`config.mk`:
```
export PLATFORM = sky130hd
export DESIGN_NAME = demux_4bit_1to2
export DESIGN_NICKNAME = d
export VERILOG_FILES = /design/src/rtl/demux_4bit_1to2.sv
export SDC_FILE = /design/constraint.sdc
export NUM_CORES = 1
export LEC_CHECK = 0
export BUFFER_PORTS_ARGS = -buffer_cell sky130_fd_sc_hd__buf_2
export CAP_MARGIN = 20
export CORE_ASPECT_RATIO = 1.25
export CORE_MARGIN = 10
export CORE_UTILIZATION = 34
export DETAILED_ROUTE_END_ITERATION = 10
export PLACE_DENSITY_LB_ADDON = 0.1
export SLEW_MARGIN = 15
export SYNTH_ARGS = -nofsm -noshare
export SYNTH_HDL_FRONTEND = slang
export SYNTH_SLANG_ARGS = --single-unit
```
`constraint.sdc`:
```
create_clock -name clk -period 1.8 [get_ports clk]
set_input_delay 0.36 -clock clk [delete_from_list [all_inputs] [get_ports clk]]
set_output_delay 0.36 -clock clk [all_outputs]
set_load 0.005 [all_outputs]
```
`src/rtl/demux_4bit_1to2.sv`:
```
// rtl/demux_4bit_1to2.sv - steers a tagged word stream into two independently handshaked FIFO channels
// Each channel is a first-word-fall-through FIFO; the counters track words accepted per channel.

module demux_fifo #(
  parameter int WIDTH = 4,
  parameter int DEPTH = 2
) (
  input  logic             clk,
  input  logic             rst_n,
  input  logic             push,
  input  logic [WIDTH-1:0] push_data,
  input  logic             pop,
  output logic [WIDTH-1:0] head,
  output logic             head_valid,
  output logic             full
);

  localparam int PTR_W = $clog2(DEPTH);
  localparam logic [PTR_W:0] FULL_CNT = (PTR_W+1)'(DEPTH);

  logic [WIDTH-1:0] mem [DEPTH];
  logic [PTR_W-1:0] wr_ptr;
  logic [PTR_W-1:0] rd_ptr;
  logic [PTR_W:0]   count;

  // Storage is not reset: the head is masked to zero whenever the FIFO is empty.
  always_ff @(posedge clk) begin
    if (push) begin
      mem[wr_ptr] <= push_data;
    end
  end

  always_ff @(posedge clk or negedge rst_n) begin
    if (!rst_n) begin
      wr_ptr <= '0;
      rd_ptr <= '0;
      count  <= '0;
    end else begin
      if (push) begin
        wr_ptr <= wr_ptr + 1'b1;
      end
      if (pop) begin
        rd_ptr <= rd_ptr + 1'b1;
      end
      case ({push, pop})
        2'b10:   count <= count + 1'b1;
        2'b01:   count <= count - 1'b1;
        default: count <= count;
      endcase
    end
  end

  assign head_valid = (count != '0);
  assign head       = head_valid ? mem[rd_ptr] : '0;
  assign full       = (count == FULL_CNT);

endmodule

module demux_4bit_1to2 #(
  parameter int WIDTH = 4,
  parameter int DEPTH = 2,
  parameter int CNT_W = 8
) (
  input  logic             clk,
  input  logic             rst_n,
  input  logic [WIDTH-1:0] d,
  input  logic             s,
  input  logic             d_valid,
  output logic             d_ready,
  output logic [WIDTH-1:0] ya,
  output logic             ya_valid,
  input  logic             ya_ready,
  output logic [WIDTH-1:0] yb,
  output logic             yb_valid,
  input  logic             yb_ready,
  output logic [CNT_W-1:0] cnt_a,
  output logic [CNT_W-1:0] cnt_b
);

  logic full_a;
  logic full_b;
  logic push_a;
  logic push_b;
  logic pop_a;
  logic pop_b;

  // Ready looks only at the selected channel's fullness, never at a same-cycle pop.
  assign d_ready = rst_n && (s ? !full_b : !full_a);
  assign push_a  = d_valid && d_ready && !s;
  assign push_b  = d_valid && d_ready && s;
  assign pop_a   = ya_valid && ya_ready;
  assign pop_b   = yb_valid && yb_ready;

  demux_fifo #(.WIDTH(WIDTH), .DEPTH(DEPTH)) u_fifo_a (
    .clk        (clk),
    .rst_n      (rst_n),
    .push       (push_a),
    .push_data  (d),
    .pop        (pop_a),
    .head       (ya),
    .head_valid (ya_valid),
    .full       (full_a)
  );

  demux_fifo #(.WIDTH(WIDTH), .DEPTH(DEPTH)) u_fifo_b (
    .clk        (clk),
    .rst_n      (rst_n),
    .push       (push_b),
    .push_data  (d),
    .pop        (pop_b),
    .head       (yb),
    .head_valid (yb_valid),
    .full       (full_b)
  );

  always_ff @(posedge clk or negedge rst_n) begin
    if (!rst_n) begin
      cnt_a <= '0;
      cnt_b <= '0;
    end else begin
      if (push_a) begin
        cnt_a <= cnt_a + 1'b1;
      end
      if (push_b) begin
        cnt_b <= cnt_b + 1'b1;
      end
    end
  end

endmodule

```
==> results.md, run 1 <==
- Run status: finished clean
- Register area share after synthesis: 0.633
- Post-CTS Resized: 0
- Clk Latency, worst-skew pair: ~280 ps
- EDFF count, synth: 16
- Critical path type: reg2out
- Worst VDD drop: 0.633 mV
- Via count of the routed design: 1,068
- PwrDens: 1380 nW/um^2
- FF+latch count, synth: 40
- Synth unique cells: 22
- Clock skew: 6.21 ps
- DRC viols: 0
- Post-synth top cells: dfrtp_1 (24), edfxtp_1 (16), xnor2_1 (16), nor2_1 (14)
- Max Cap Viol: 0
- Final HPWL from detailed placement: 2.58 mm
- CTS Buffer Depth: 2
- Post-synth ARST share: 0.600
- Worst endpoint data arrival time: around 1300 ps
- CTS root buffer: clkbuf_8
- Die height: around 99 um
- Worst EP required: 1440 ps
- Gr usage total: 0.0831
- Met2 usage in global routing: 0.130
- Synth Flop Type: dfrtp_1
- Worst slew pin tran: 401 ps
- Fin Hold WS: 68.0 ps
- Worst hold path class: in2async
- Rows: 28
- # port buffers: 36
- CTS Hold Bufs: 0
- Clk slew on worst S/H paths: 70 ps
- Leak: 0.000939 uW
- GR met1 Demand/Resource: 0.0950
- Final setup violation count: 0
- Die Width: between 80 and 90 um
- DR pass1 iterations: 3
- Die ar.: 8280 um^2
- DR vias/cell: 4.58
- Max Fanout on Critical Path: 4
- Largest net degree at the start of global routing: 26
- Antenna violations before repair: 0
- Final worst-path cycle share: 0.906
- Synth Net Count: 141
- Post-CTS Setup Inserts: 0
- Synth area leader: dfrtp_1
- Synth warn: 0
- Gpl congestion: 0.703
- Final Slew Violations: 0
- Starting DRT DRC Count: 36
- Core area: 4800 um^2
- Max Freq: between 0.6 and 0.7 GHz
- First-pass GRT wire length: 5.69 mm
- CTS H-tree lvls: 2
- Minimum clock period: 1630 ps
- CP max stage cell: dfrtp_1
- CP endpoint kind: output pin
- Final Hold Viols: 0
- Layout cells sized above 1: 0.301
- Grt met3 use: 0.0416
- CP startpoint kind: flip-flop
- TritonCTS Buffers: 5
- N_diodes: 0
- Relative slew slack: 0.730
- Wirelength, routed: 3.26 mm
- Global route hottest layer: met2
- Starting Density: 0.356
- Routed Antenna Nets: 0
- Nets: 186
- Crit-path max cell delay: 440 ps
- Most frequent cell after synthesis: dfrtp_1
- Synthesis-to-finish area growth: 21.0%
- GRT overflow: 0
- Worst path cell trace: nor2b_2 > nand2_1 > o311a_1 > buf_2
- Avg WL per Cell: 14.0 um
- CTS tree: yes
- TNS Setup: 0 ps
- Syn_area_per_cell: 13.4 um^2
- Post-Syn Instances: 127
- Synth top area share: 0.352
- Top cells by area, synth: dfrtp_1 (35%), edfxtp_1 (28%), xnor2_1 (8.2%)
- Ports: 37
- Synthesized area: around 1700 um^2
- Clk sink count: 40
- Vias in the first global route: 1,155
- RSZ-0062 raised after global routing: false
[power breakdown]
group,leakage (uW),internal [uW],switching (uW)
sequential,0.000449,1170,253
combinational,0.000448,485,402
clock,0.0000422,272,281
[final cells by class]
class                      count  area, um^2
fill                         475        2730
sequential                    40        1080
multi-input combinational     79         593
timing repair buffer          41         218
clock buffer                   7        76.3
tap                           60        75.1
inverter                       5        18.8
clock inverter                 1        5.00
[routing by layer]
| layer | up-vias | part of all wire |
|---|---|---|
| li1 | 523 | - |
| met5 | - | 0 |
| met4 | 0 | 0.014 |
| met1 | 509 | 0.43 |
| met3 | 5 | 0.082 |
| met2 | 31 | 0.47 |
[layout by cell type, fill, tap and decap left out, drive strengths merged, types with 2 or more instances in the layout]
cell type / synthesis / layout
nand4: 8 / 8
clkbuf: 2 / 7
nand2: 4 / 4
xor2: 8 / 8
and2: 2 / 2
xnor2: 16 / 16
inv: 5 / 5
buf: 1 / 41
ha: 4 / 4
mux2i: 8 / 8
mux2: 2 / 2
nor2: 14 / 14
nor3: 2 / 2
dfrtp: 24 / 24
edfxtp: 16 / 16
nor2b: 4 / 4
and3: 3 / 3
nand3: 2 / 2
[registers in the layout (all words and copies together), names as in the netlist]
register and cells:
u_fifo_b.rd_ptr 1, cnt_b 8, u_fifo_a.mem 8, u_fifo_a.wr_ptr 1
u_fifo_b.wr_ptr 1, u_fifo_a.rd_ptr 1, u_fifo_b.count 2, u_fifo_b.mem 8
u_fifo_a.count 2, cnt_a 8
[metrics by stage]
stage          utilization  instances  setup slack [ps]  total power (uW)  instance area [um^2]
6_report             0.431        233               169              2860                  2070
5_1_grt              0.431        233              14.5              3110                  2070
4_1_cts              0.431        233               137              2930                  2070
3_3_place_gp         0.414        225               250              2340                  1990
3_5_place_dp         0.414        225               152              2360                  1990
2_1_floorplan            -        127               189              1950                  1710
[path summary, 6_finish.rpt]
kind / slack [ps] / cells after the start / startpoint / endpoint
max: 170 / 4 / u_fifo_b.count[0] / d_ready
min: 70 / 2 / rst_n / cnt_a[7]
max reg2reg: 200 / 6 / u_fifo_a.count[1] / u_fifo_a.count[1]
min reg2reg: 470 / 1 / cnt_b[7] / cnt_b[7]
max in group asynchronous: 1480 / 2 / rst_n / u_fifo_a.rd_ptr
min in group clk: 300 / 1 / d[3] / u_fifo_a.mem[0][3]
[worst max-delay path, delay by kind of cell (launching register included)]
family                 cells  cell delay [ps]
DFF                        1              440
and+or+nand+nor            2              310
buffers and inverters      1              130
AOI/OAI and AO/OA          1              110
[cells by family after synthesis]
kind of cell             synth area share
AO/OA/AOI/OAI                     0.00586
XOR/XNOR                            0.123
adder cells (fa/ha/maj)            0.0293
buffers and inverters              0.0198
flip-flops                          0.633
multiplexers                       0.0601
AND/OR/NAND/NOR                     0.129
Note: power is estimated with default switching activity, not from simulation.
==> inputs of run 2 (changes only) <==
--- a/config.mk
+++ b/config.mk
@@ -5,6 +5,7 @@
 export SDC_FILE = /design/constraint.sdc
 export NUM_CORES = 1
 export LEC_CHECK = 0
+export ABC_AREA = 1
 export BUFFER_PORTS_ARGS = -buffer_cell sky130_fd_sc_hd__buf_2
 export CAP_MARGIN = 20
 export CORE_ASPECT_RATIO = 1.25
==> run 2 against run 1 <==
Clock power is 35% higher; total power up 12%; wire length up 29%; die area is 11% higher; register-to-register slack worse by 20 ps; via count is 35% higher; worst hold slack got worse by 60 ps; clock skew barely moved; non-clock buffer count grew 4; synthesized area up 14%; first-iteration DRC count down 25%; core utilization is 0.14 points lower; critical endpoint is now u_fifo_b.count[1].
==> results.md, run 2 <==
- Crit-path max cell delay: 420 ps
- CTS tree: yes
- Synthesis-to-finish area growth: 21.3%
- Syn_area_per_cell: 9.71 um^2
- Sequential cell area: 1080 um^2
- Post-layout util: 0.429
- Worst VDD drop: about 0.52 mV
- Top cells by area, synth: dfrtp_1 (31%), edfxtp_1 (25%), nand2_1 (12%)
- Synth warn: 0
- Synth area leader: dfrtp_1
- Via count of the routed design: 1,438
- FILL cells: roughly 560
- FF+latch count, synth: 40
- TritonCTS Buffers: 5
- Metal2 WL: 2.03 mm
- Worst hold path class: in2async
- Max Cap Viol: 0
- Gpl congestion: 0.673
- CTS root buffer: clkbuf_8
- Starting Density: 0.354
- Gr usage total: 0.0955
- CP startpoint kind: flip-flop
- Most frequent cell after synthesis: nand2_1
- Most common cell after layout, fill and taps aside: nand2_1
- R2R Path End: u_fifo_b.count[1]
- Antenna violations before repair: 0
- Relative slew slack: 0.730
- Synth Net Count: 215
- Post-synth top cells: nand2_1 (63), dfrtp_1 (24), inv_1 (20), edfxtp_1 (16)
- Worst path cell trace: nand2_1 > nor2_1 > nor2_1 > nand4_2 > ha_1 > a21oi_1 > o21ai_0 > xor2_1
- Max Freq: 0.616 GHz
- Clk sink count: 40
- GRT overflow: 0
- Die ar.: 9190 um^2
- Clk Latency, worst-skew pair: 300 ps
- Layout cells sized above 1: 0.254
- # port buffers: 36
- Final worst-path cycle share: 0.901
- Avg WL per Cell: 13.3 um
- Vias in the first global route: 1,505
- Die Width: 87.8 um
- EDFF count, synth: 16
- CP endpoint kind: flip-flop
- RSZ-0062 raised after global routing: false
- Core area: 5520 um^2
- DR top layer: met4
- Top delay family on crit path: flip-flops
- Wirelength, routed: approximately 4.2 mm
- TNS Setup: 0 ps
- DR vias/cell: 4.55
- Worst path buffer plus inverter count: 0
- Ports: 37
- DRC viols: 0
- Met3 wire len: approximately 300 um
- Multi-input combinational cell area: around 770 um^2
- N_diodes: 0
- Cell area after placement: 2260 um^2
- Die height: 105 um
- Commonest cells after routing, fill and taps aside: nand2_1 (63), buf_2 (36), dfrtp_1 (24)
- Final setup violation count: 0
- CTS Hold Bufs: 0
- CTS Buffer Depth: 2
- Largest net degree at the start of global routing: 20
- CTS H-tree lvls: 2
- Final Slew Violations: 0
- Run status: finished clean
- Met1 Wirelength: 1.80 mm
- Leak: 0.00118 uW
- CP max stage cell: dfrtp_1
- Crit-path most repeated cell: nor2_1
- Max Fanout on Critical Path: 4
- Starting DRT DRC Count: 27
- Synthesized area: 1950 um^2
- Post-CTS Setup Inserts: 0
- FF-to-FF Start: u_fifo_b.count[1]
- Routed Antenna Nets: 0
- Pre-CTS setup slack: 63.3 ps
- Nets: 265
- DR pass1 iterations: 4
- Rows: 30
- Worst EP required: 1970 ps
- Clock skew: 6.19 ps
- Post-route worst setup slack: 178 ps
- Minimum clock period: 1620 ps
- Post-CTS Resized: 0
- Final HPWL from detailed placement: 3.24 mm
- Post-synth ARST share: 0.600
- Synth Flop Type: dfrtp_1
- PwrDens: 1350 nW/um^2
- Finished layout cell area: ~2400 um^2
- Worst R2R Path Depth: 8
- Post-Syn Instances: 201
- R2r setup slk: 180 ps
- Synth unique cells: 23
- Final Hold Viols: 0
- First-pass GRT wire length: 7.18 mm
- Final total power: 3200 uW
- Synth top area share: 0.308
- Worst slew pin tran: 404 ps
- Critical path type: reg2reg
- Clk slew on worst S/H paths: 80 ps
- Register area share after synthesis: 0.554
- Worst endpoint data arrival time: 1790 ps
==> run 2: cell count changes after synthesis, sizes merged, moves of 3 or more <==
cell | previous run | this run
a21oi | 0 | 10
and3 | 3 | 0
inv | 5 | 21
mux2i | 8 | 0
nand2 | 4 | 63
nand3 | 2 | 18
nand4 | 8 | 3
nor2b | 4 | 0
o21ai | 0 | 5
xnor2 | 16 | 6
==> run 2: final cells by class <==
cell class              count  area share
clock buffers               5      0.0291
multi-input cells         138       0.325
repair buffers             45       0.105
clock inverters             3      0.0180
well taps                  64      0.0338
flip-flops and latches     40       0.456
inverters                  21      0.0333
==> run 2: routing by layer <==
metal	vias up	GRT usage
li1	744	-
met1	656	0.112
met2	32	0.148
met3	6	0.0381
met4	0	0.0411
met5	-	0
==> run 2: how the worst max path moves through the flow <==
stage                 startpoint           endpoint  slack (ps)  cells after the start
4_1_cts        u_fifo_b.count[1]  u_fifo_b.count[1]         180                      8
2_1_floorplan  u_fifo_a.count[0]  u_fifo_a.count[1]         210                      8
3_3_place_gp                   s  u_fifo_b.count[1]         130                      8
3_5_place_dp                   s  u_fifo_b.count[1]          60                      8
5_1_grt        u_fifo_b.count[1]  u_fifo_b.count[1]          20                      8
6_report       u_fifo_b.count[1]  u_fifo_b.count[1]         180                      8
==> run 2: kinds of logic after synthesis <==
kind of cell | share of synthesized area
xor+xnor | 0.0718
flops | 0.554
compound gates | 0.0442
fa+ha+maj | 0.0256
buf+inv | 0.0519
simple gates | 0.253
==> run 2: stage by stage <==
step / hold WS, ps / cells
2_1_floorplan: 64.4 / 201
3_3_place_gp: 329 / 308
3_5_place_dp: 333 / 308
4_1_cts: 2.80 / 316
5_1_grt: 18.0 / 316
6_report: 8.12 / 316
==> run 2: power breakdown <==
group          switching, uW  internal, uW  leakage [uW]
logic                    549           489      0.000670
registers                256          1160      0.000452
clock network            335           411     0.0000558
==> inputs of run 3 (changes only) <==
--- a/config.mk
+++ b/config.mk
@@ -6,10 +6,9 @@
 export NUM_CORES = 1
 export LEC_CHECK = 0
 export ABC_AREA = 1
-export BUFFER_PORTS_ARGS = -buffer_cell sky130_fd_sc_hd__buf_2
+export BUFFER_PORTS_ARGS = -buffer_cell sky130_fd_sc_hd__buf_4
 export CAP_MARGIN = 20
 export CORE_ASPECT_RATIO = 1.25
-export CORE_MARGIN = 10
 export CORE_UTILIZATION = 34
 export DETAILED_ROUTE_END_ITERATION = 10
 export PLACE_DENSITY_LB_ADDON = 0.1
==> run 3 against run 2 <==
Wire length down 7.8%; clock-buffer cell count grew 1; via count increased by 2.3%; critical path type is now reg2out; worst setup slack worse by 12 ps.
==> results.md, run 3 (synthesis results as in run 2) <==
- Run status: finished clean
- Synthesis-to-finish area growth: 25.5%
- Most common cell after layout, fill and taps aside: nand2_1
- Max Freq: just over 0.6 GHz
- Top delay family on crit path: flip-flops
- CP endpoint kind: output pin
- Clock skew: about 6.0 ps
- Max Cap Viol: 0
- Max Fanout on Critical Path: 6
- First-pass GRT wire length: a little under 7 mm
- CTS H-tree lvls: 2
- Crit-path max cell delay: ~440 ps
- Final setup violation count: 0
- Die Width: 69.8 um
- Starting Density: 0.356
- Sw Pwr: 1120 uW
- DRC viols: 0
- Rows: 30
- CP max stage cell: dfrtp_1
- Layout cells sized above 1: 0.247
- Post-layout util: 0.447
- # port buffers: 36
- Commonest cells after routing, fill and taps aside: nand2_1 (63), buf_4 (43), dfrtp_1 (24)
- Comb pwr share: 0.347
- TNS Setup: 0 ps
- Final worst-path cycle share: 0.908
- RSZ-0062 raised after global routing: false
- Worst R2R Path Depth: 6
- Antenna violations before repair: 0
- Clk slew on worst S/H paths: about 80 ps
- Final Slew Violations: 0
- TritonCTS Buffers: 5
- CP startpoint kind: flip-flop
- Worst slew pin tran: 364 ps
- Worst EP required: 1440 ps
- Via count of the routed design: 1,471
- Leak: 0.00119 uW
- Nets: 264
- Critical path type: reg2out
- N_diodes: 0
- FF-to-FF Start: u_fifo_b.count[0]
- Gpl congestion: 0.722
- Internal power: around 2200 uW
- R2R Path End: u_fifo_b.count[1]
- Gr usage total: 0.140
- Worst endpoint data arrival time: approximately 1300 ps
- Die ar.: 6050 um^2
- Clock share of power: 0.219
- Largest net degree at the start of global routing: 24
- Starting DRT DRC Count: 40
- Die height: 86.7 um
- Final HPWL from detailed placement: 2.87 mm
- Switching share of power: 0.340
- Wirelength, routed: 3.87 mm
- Clk Latency, worst-skew pair: 290 ps
- Worst path buffer plus inverter count: 2
- Core area: 5480 um^2
- Relative slew slack: 0.756
- DR pass1 iterations: 4
- Worst hold path class: in2async
- Crit-path most repeated cell: buf_4
- FILL cells: between 500 and 600
- Worst path cell trace: nor2_1 > buf_4 > a21oi_1 > buf_4
- Vias in the first global route: approximately 1,500
- Ports: 37
- Worst VDD drop: 0.547 mV
- Avg WL per Cell: around 12 um
- Minimum clock period: 1630 ps
- Final Hold Viols: 0
- Final total power: 3290 uW
- R2r setup slk: 220 ps
- Routed Antenna Nets: 0
- GRT overflow: 0
- CTS tree: yes
- PwrDens: 1340 nW/um^2
- CTS root buffer: clkbuf_8
- Clk sink count: 40
- DR vias/cell: 4.67
- Flop pwr share: 0.434
- CTS Buffer Depth: 2
[run 3: cell types whose count changed in the layout (fill, tap and decap cells not counted), sizes merged]
cell / change
clkbuf: +1
dlygate4sd3: +1
clkinv: -1
buf: -2
[run 3: area by class of cell]
cell class / count / area [um^2] / share of cell area
clock buffer: 6 / 72.6 / 0.0296
inverter: 21 / 78.8 / 0.0322
multi-input combinational: 138 / 769 / 0.314
timing repair buffer: 44 / 333 / 0.136
clock inverter: 2 / 35.0 / 0.0143
sequential: 40 / 1080 / 0.441
tap: 64 / 80.1 / 0.0327
[run 3: timing repair]
| item | 4_1_cts | 5_1_grt |
|---|---|---|
| resized for setup | 0 | 0 |
| hold endpoints to repair | 1 | 0 |
| buffers inserted | 0 | 0 |
| hold buffers | 1 | 0 |
[run 3: metal layers]
layer	routed length [um]	GRT usage	vias up
met5	0	0	-
met1	1840	0.174	686
li1	-	-	748
met2	1840	0.244	33
met3	157	0.0349	4
met4	38	0.0382	0
[run 3: worst reg2reg max path, stage by stage (launching register included)]
cell	delay (ps)
dfrtp_1	440
nor2_1	200
nor2_1	110
ha_1	330
a21oi_1	110
o21ai_0	110
xor2_1	150
[run 3: stage by stage]
stage	setup WS, ps	instance area [um^2]	hold slack, ps	instances
floorplan	210	1950	64.4	201
global placement	192	2330	175	306
detailed placement	175	2330	175	306
CTS	135	2450	125	315
global route	61.0	2450	149	315
finish	166	2450	122	315
[run 3: worst max-delay path by stage]
stage                      startpoint           endpoint  slack (ps)  depth (start not counted)
floorplan           u_fifo_a.count[0]  u_fifo_a.count[1]         210                          8
global placement                    s  u_fifo_b.count[1]         190                          8
detailed placement                  s  u_fifo_b.count[1]         180                          8
CTS                 u_fifo_b.count[0]              yb[3]         140                          4
global route        u_fifo_b.count[0]              yb[0]          60                          4
finish              u_fifo_b.count[0]              yb[3]         170                          4
[run 3: power groups by stage]
stage | logic, uW | registers [uW] | clock network (uW)
3_5_place_dp | 1160 | 1450 | 0
3_3_place_gp | 1160 | 1450 | 0
2_1_floorplan | 650 | 1390 | 0
4_1_cts | 1170 | 1430 | 747
5_1_grt | 1300 | 1460 | 778
6_report | 1140 | 1430 | 721
